`config.mk`:
```
export PLATFORM = sky130hd
export DESIGN_NAME = memory_stage
export DESIGN_NICKNAME = d
export VERILOG_FILES = /design/src/rtl/memory_stage.sv
export SDC_FILE = /design/constraint.sdc
export NUM_CORES = 1
export LEC_CHECK = 0
export CAP_MARGIN = 0
export CORE_AREA = 5 5 207 209
export CTS_CLUSTER_SIZE = 16
export DETAILED_ROUTE_END_ITERATION = 16
export DIE_AREA = 0 0 212 214
export REMOVE_ABC_BUFFERS = 1
export SYNTH_ARGS = -nofsm -noshare
export SYNTH_HDL_FRONTEND = slang
export SYNTH_SLANG_ARGS = --single-unit
```
`constraint.sdc`:
```
create_clock -name clk -period 5.6 [get_ports clk]
set_input_delay 1.68 -clock clk [delete_from_list [all_inputs] [get_ports clk]]
set_output_delay 1.68 -clock clk [all_outputs]
set_load 0.05 [all_outputs]
```
`src/rtl/memory_stage.sv`:
```
// Memory stage between execute and writeback: issues aligned loads to the data
// cache, extends the returned lane, and registers one result per instruction.
module memory_stage #(
    parameter int ADDRESS_WIDTH    = 64,
    parameter int REGISTER_WIDTH   = 64,
    parameter int REGISTERNO_WIDTH = 5
) (
    input  logic                        clk,
    input  logic                        reset,
    input  logic                        in_enable,
    input  logic [REGISTER_WIDTH-1:0]   in_alu_result,
    input  logic [REGISTER_WIDTH-1:0]   in_rs2_value,
    input  logic [REGISTERNO_WIDTH-1:0] in_rd_regno,
    input  logic                        in_update_rd_bool,
    input  logic                        in_load_bool,
    input  logic                        in_store_bool,
    input  logic [1:0]                  in_size,
    input  logic                        in_unsigned_bool,
    output logic                        out_stall,
    output logic                        out_dc_req_valid,
    input  logic                        in_dc_req_ready,
    output logic [ADDRESS_WIDTH-1:0]    out_dc_req_addr,
    input  logic                        in_dc_resp_valid,
    input  logic [REGISTER_WIDTH-1:0]   in_dc_resp_data,
    output logic                        out_enable,
    output logic [REGISTER_WIDTH-1:0]   out_alu_result,
    output logic [REGISTER_WIDTH-1:0]   out_mdata,
    output logic [REGISTER_WIDTH-1:0]   out_rs2_value,
    output logic [ADDRESS_WIDTH-1:0]    out_phy_addr,
    output logic [REGISTERNO_WIDTH-1:0] out_rd_regno,
    output logic                        out_mm_load_bool,
    output logic                        out_update_rd_bool,
    output logic                        out_misaligned
);

    typedef enum logic [1:0] {IDLE, REQ, WAIT} state_t;

    state_t                      state_q, state_d;
    logic [REGISTER_WIDTH-1:0]   addr_q, addr_d;
    logic [REGISTERNO_WIDTH-1:0] rd_q, rd_d;
    logic [1:0]                  size_q, size_d;
    logic                        uns_q, uns_d;
    logic                        upd_q, upd_d;

    logic                        enable_q, enable_d;
    logic [REGISTER_WIDTH-1:0]   alu_result_q, alu_result_d;
    logic [REGISTER_WIDTH-1:0]   mdata_q, mdata_d;
    logic [REGISTER_WIDTH-1:0]   rs2_value_q, rs2_value_d;
    logic [ADDRESS_WIDTH-1:0]    phy_addr_q, phy_addr_d;
    logic [REGISTERNO_WIDTH-1:0] rd_regno_q, rd_regno_d;
    logic                        mm_load_q, mm_load_d;
    logic                        update_rd_q, update_rd_d;
    logic                        misaligned_q, misaligned_d;
    logic                        misaligned;

    function automatic logic is_misaligned(input logic [2:0] off, input logic [1:0] size);
        case (size)
            2'd0:    return 1'b0;
            2'd1:    return off[0];
            2'd2:    return |off[1:0];
            default: return |off;
        endcase
    endfunction

    // The cache returns the whole doubleword; shift the addressed lane down first.
    function automatic logic [REGISTER_WIDTH-1:0] extend_load(
        input logic [REGISTER_WIDTH-1:0] data,
        input logic [2:0]                off,
        input logic [1:0]                size,
        input logic                      uns
    );
        logic [REGISTER_WIDTH-1:0] lane;
        lane = data >> {off, 3'b000};
        case (size)
            2'd0:    return uns ? {{(REGISTER_WIDTH-8){1'b0}}, lane[7:0]}
                                : {{(REGISTER_WIDTH-8){lane[7]}}, lane[7:0]};
            2'd1:    return uns ? {{(REGISTER_WIDTH-16){1'b0}}, lane[15:0]}
                                : {{(REGISTER_WIDTH-16){lane[15]}}, lane[15:0]};
            2'd2:    return uns ? {{(REGISTER_WIDTH-32){1'b0}}, lane[31:0]}
                                : {{(REGISTER_WIDTH-32){lane[31]}}, lane[31:0]};
            default: return data;
        endcase
    endfunction

    always_comb begin
        state_d      = state_q;
        addr_d       = addr_q;
        rd_d         = rd_q;
        size_d       = size_q;
        uns_d        = uns_q;
        upd_d        = upd_q;
        enable_d     = 1'b0;
        alu_result_d = alu_result_q;
        mdata_d      = mdata_q;
        rs2_value_d  = rs2_value_q;
        phy_addr_d   = phy_addr_q;
        rd_regno_d   = rd_regno_q;
        mm_load_d    = mm_load_q;
        update_rd_d  = update_rd_q;
        misaligned_d = misaligned_q;
        misaligned   = (in_load_bool | in_store_bool) & is_misaligned(in_alu_result[2:0], in_size);

        case (state_q)
            IDLE: begin
                if (in_enable) begin
                    if (in_load_bool && !misaligned) begin
                        addr_d  = in_alu_result;
                        rd_d    = in_rd_regno;
                        size_d  = in_size;
                        uns_d   = in_unsigned_bool;
                        upd_d   = in_update_rd_bool;
                        state_d = REQ;
                    end else begin
                        // Faulting accesses retire immediately without writing rd.
                        enable_d     = 1'b1;
                        alu_result_d = in_alu_result;
                        rs2_value_d  = in_rs2_value;
                        phy_addr_d   = in_alu_result[ADDRESS_WIDTH-1:0];
                        rd_regno_d   = in_rd_regno;
                        mm_load_d    = 1'b0;
                        update_rd_d  = in_update_rd_bool & ~misaligned;
                        misaligned_d = misaligned;
                    end
                end
            end
            REQ: begin
                if (in_dc_req_ready) begin
                    state_d = WAIT;
                end
            end
            WAIT: begin
                if (in_dc_resp_valid) begin
                    enable_d     = 1'b1;
                    alu_result_d = addr_q;
                    mdata_d      = extend_load(in_dc_resp_data, addr_q[2:0], size_q, uns_q);
                    phy_addr_d   = addr_q[ADDRESS_WIDTH-1:0];
                    rd_regno_d   = rd_q;
                    mm_load_d    = 1'b1;
                    update_rd_d  = upd_q;
                    misaligned_d = 1'b0;
                    state_d      = IDLE;
                end
            end
            default: state_d = IDLE;
        endcase
    end

    always_ff @(posedge clk) begin
        if (reset) begin
            state_q      <= IDLE;
            addr_q       <= '0;
            rd_q         <= '0;
            size_q       <= '0;
            uns_q        <= 1'b0;
            upd_q        <= 1'b0;
            enable_q     <= 1'b0;
            alu_result_q <= '0;
            mdata_q      <= '0;
            rs2_value_q  <= '0;
            phy_addr_q   <= '0;
            rd_regno_q   <= '0;
            mm_load_q    <= 1'b0;
            update_rd_q  <= 1'b0;
            misaligned_q <= 1'b0;
        end else begin
            state_q      <= state_d;
            addr_q       <= addr_d;
            rd_q         <= rd_d;
            size_q       <= size_d;
            uns_q        <= uns_d;
            upd_q        <= upd_d;
            enable_q     <= enable_d;
            alu_result_q <= alu_result_d;
            mdata_q      <= mdata_d;
            rs2_value_q  <= rs2_value_d;
            phy_addr_q   <= phy_addr_d;
            rd_regno_q   <= rd_regno_d;
            mm_load_q    <= mm_load_d;
            update_rd_q  <= update_rd_d;
            misaligned_q <= misaligned_d;
        end
    end

    assign out_stall          = (state_q != IDLE);
    assign out_dc_req_valid   = (state_q == REQ);
    assign out_dc_req_addr    = {addr_q[ADDRESS_WIDTH-1:3], 3'b000};
    assign out_enable         = enable_q;
    assign out_alu_result     = alu_result_q;
    assign out_mdata          = mdata_q;
    assign out_rs2_value      = rs2_value_q;
    assign out_phy_addr       = phy_addr_q;
    assign out_rd_regno       = rd_regno_q;
    assign out_mm_load_bool   = mm_load_q;
    assign out_update_rd_bool = update_rd_q;
    assign out_misaligned     = misaligned_q;

endmodule

```
==> results by group <==
Route
  • Routed Wire Length: around 53000 um
  • Via count: around 13000
  • Drc violations: 0
  • WL per Instance: approximately 21 um
  • Antenna Violating Nets Remaining: 0
  • Detailed-router iteration count before antenna repair: 5
  • Drt via density: 5.17
  • Drt first-iter violations: just over 800

Global route
  • Grt met2 use: between 30% and 40%
  • Met3 track demand over resource: between 7 and 8%
  • Total global-route track usage: between 20 and 25%
  • Global routing met1 resource utilization: 27.5%
  • Global-route wire length before repair: between 70000 and 80000 um
  • Busiest layer in global routing: met2
  • Pin count of the biggest net entering global routing: ~160
  • Number of global-route vias before repair: ~13000
  • Antenna violations before repair: 11
  • Overall overflow remaining after global route: 0

Place
  • Count of port buffers added during placement: roughly 540
  • GPL Wtd Cong: around 0.83
  • Sum of net half-perimeters after detailed placement: between 30000 and 40000 um
  • Worst slack at placement: 1370 ps
  • Area after DPL: between 15000 and 20000 sq um

Floorplan
  • Horizontal die dimension: 212 um
  • Die span in y: 214 um
  • Initial core utilization: ~33%
  • Row count: 74
  • # IOs: 539
  • DIE AREA: approximately 45000 sq um
  • Core area: ~40000 sq um

Yosys
  • Register area share after synthesis: a little over two fifths
  • Count of yosys warnings during synthesis: 0
  • Gate count after technology mapping: around 1600
  • Post-synth design cell area: 13300 sq um
  • Count of unique library cells instantiated by Yosys: 51
  • Async set-reset flop share out of synthesis: 0%
  • FF+latch count, synth: roughly 280
  • Prevailing post-synth register cell: dfxtp_1
  • Number of synthesized flops with an enable pin: 0
  • Average cell area after synthesis: a little over 8 sq um

Timing
  • Shortest clock period the worst path allows after layout: 3890 ps
  • Smallest setup slack after layout: 1710 ps
  • Highest Clock Rate: approximately 0.26 GHz
  • Remaining max-slew budget at the tightest pin: roughly 21%
  • RSZ-0062 raised after global routing: false
  • Skew final: ~23 ps
  • Final critical-path share of the clock period: 69.4%
  • Max-slew violations: 0
  • Hold slack: between 400 and 500 ps
  • Final count of hold timing violations: 0
  • Actual transition at the worst max-transition pin: about 1200 ps
  • Final count of negative-setup-slack endpoints: 0

Setup path
  • Length in cells of the worst reg-to-reg path: 6
  • Critical path data required time: approximately 3900 ps
  • Crit path largest cell delay: about 930 ps
  • Flop-to-flop setup slack: ~2100 ps
  • Critical Path, Cell by Cell: nor2b_1, clkdlybuf4s50_1
  • Endpoint arrival time on the critical path: about 2200 ps
  • Kind of start point of the critical path: flip-flop
  • Endpoint class of the critical path: primary output
  • Start-to-end type of the worst setup path: reg2out
  • Critical Path Slowest Stage Cell: clkdlybuf4s50_1
  • Maximum fanout count along the critical path: 8

Clock network
  • Post-CTS repair timing setup buffer count: 0
  • # H-tree levels: 2
  • Number of gates given a new drive strength after cts: 0
  • Count of hold-fix buffers inserted at cts: 0
  • Total clock buffers created by CTS: 34
  • Buffer type at the clock tree root: clkbuf_16
  • Clock sink count: ~280
  • Clock input transition at the sequential cells of the worst setup and hold paths: 60 ps
  • Maximum clock insertion buffer count: 3
  • CTS tree: yes
  • Clock latency on the worst-skew pair: ~550 ps

Layout
  • Growth of design area from synthesis to finish: 44.0%
  • Most common cell after layout, fill and taps aside: clkdlybuf4s50_1
  • Proportion of layout cells with a drive suffix above 1: 6.67%
  • Final instance area: between 15000 and 20000 sq um
  • Fillers: a little under 4000
  • Net count, final: about 2200
  • Most frequent cells in the layout: clkdlybuf4s50_1 (534), nand2_1 (476), dfxtp_1 (273)
  • Final standard cell utilization of the core: a little under half

Hold path
  • Type of the tightest min-delay check: reg2reg
  • Min-Delay Path Depth: 2

Power
  • Standby leakage power: between 6 and 7 nW
  • Largest voltage drop on the vdd net: about 0.21 mV
  • Power per cell area: between 200 and 300 nW/um^2

Status
  • Run status: completed

Flow run
  • Max_cap viols: 0
==> layer usage <==
layer  vias to the layer above  wire, um
met4                        12      1740
met1                      6171     21200
met3                       105      5210
met2                       553     24600
met5                         -        97
li1                       6223         -
==> stage by stage <==
| stage | cells | TNS, ps | total power, mW |
|---|---|---|---|
| floorplan | 1377 | -310 | 2.94 |
| global placement | 2466 | 0 | 3.54 |
| detailed placement | 2466 | 0 | 3.55 |
| CTS | 2526 | 0 | 5.77 |
| global route | 2529 | 0 | 5.91 |
| finish | 2529 | 0 | 5.69 |
==> cells in the mapped netlist (all sizes together), types with 2 or more instances <==
cell / count / area share (%)
nor3: 5 / 0.31
and2: 3 / 0.14
a21oi: 150 / 5.7
nand2: 477 / 13
nor2: 94 / 2.7
buf: 160 / 8.6
inv: 6 / 0.17
a211oi: 8 / 0.45
dfxtp: 276 / 42
mux2i: 62 / 4.7
a311oi: 77 / 5.4
a32oi: 13 / 0.86
nor2b: 7 / 0.33
a221oi: 10 / 0.71
a31oi: 32 / 1.5
o21ai: 55 / 2.1
mux2: 12 / 1.0
clkbuf: 111 / 3.1
nand3b: 15 / 0.85
or3: 7 / 0.33
o211ai: 9 / 0.51
nand3: 3 / 0.11
o221a: 7 / 0.59
nand2b: 3 / 0.14
o32ai: 2 / 0.13
mux4: 15 / 2.5
a22oi: 8 / 0.45
a32o: 7 / 0.53
==> cells by family after synthesis <==
family,after synthesis,synth area share [%]
compound gates,386,19.5
buf+inv,277,11.9
flops,276,41.7
mux,89,8.27
other cells,1,0.0283
simple gates,617,18.6
==> worst max-delay path: cells and delay by family, from the launching register on <==
kind | cells | cell delay, ps
simple gates | 1 | 230
flops | 1 | 520
buf+inv | 1 | 930
==> state kept, by name, indices dropped and copies added, names as in the netlist <==
register and flops:
addr_q 64, out_enable 1, out_mdata 64, out_misaligned 1, out_mm_load_bool 1, out_phy_addr 64, out_rd_regno 5, out_rs2_value 64
out_update_rd_bool 1, rd_q 5, size_q 2, state_q 2, uns_q 1, upd_q 1
==> where the power goes <==
part           total, mW  switching, mW  internal [mW]
registers           2.16         0.0945           2.07
logic               1.34          0.855          0.488
clock network       2.18          0.893           1.29
==> worst paths after layout <==
check / startpoint / to
min: out_rs2_value[38] / out_rs2_value[38]
min reg2reg: out_rs2_value[38] / out_rs2_value[38]
max: state_q[0] / out_dc_req_valid
max reg2reg: addr_q[1] / out_mdata[27]
==> final cells by class <==
| cell class | count | area, sq um | area share [%] |
|---|---|---|---|
| diodes | 3 | 7.51 | 0.0393 |
| clock buffers | 50 | 1000 | 5.24 |
| clock inverters | 10 | 97.6 | 0.511 |
| inverters | 6 | 22.5 | 0.118 |
| multi-input cells | 1095 | 6220 | 32.5 |
| flip-flops and latches | 276 | 5530 | 29.0 |
| well taps | 532 | 666 | 3.48 |
| repair buffers | 557 | 5560 | 29.1 |
Note: power is estimated with default switching activity, not from simulation.
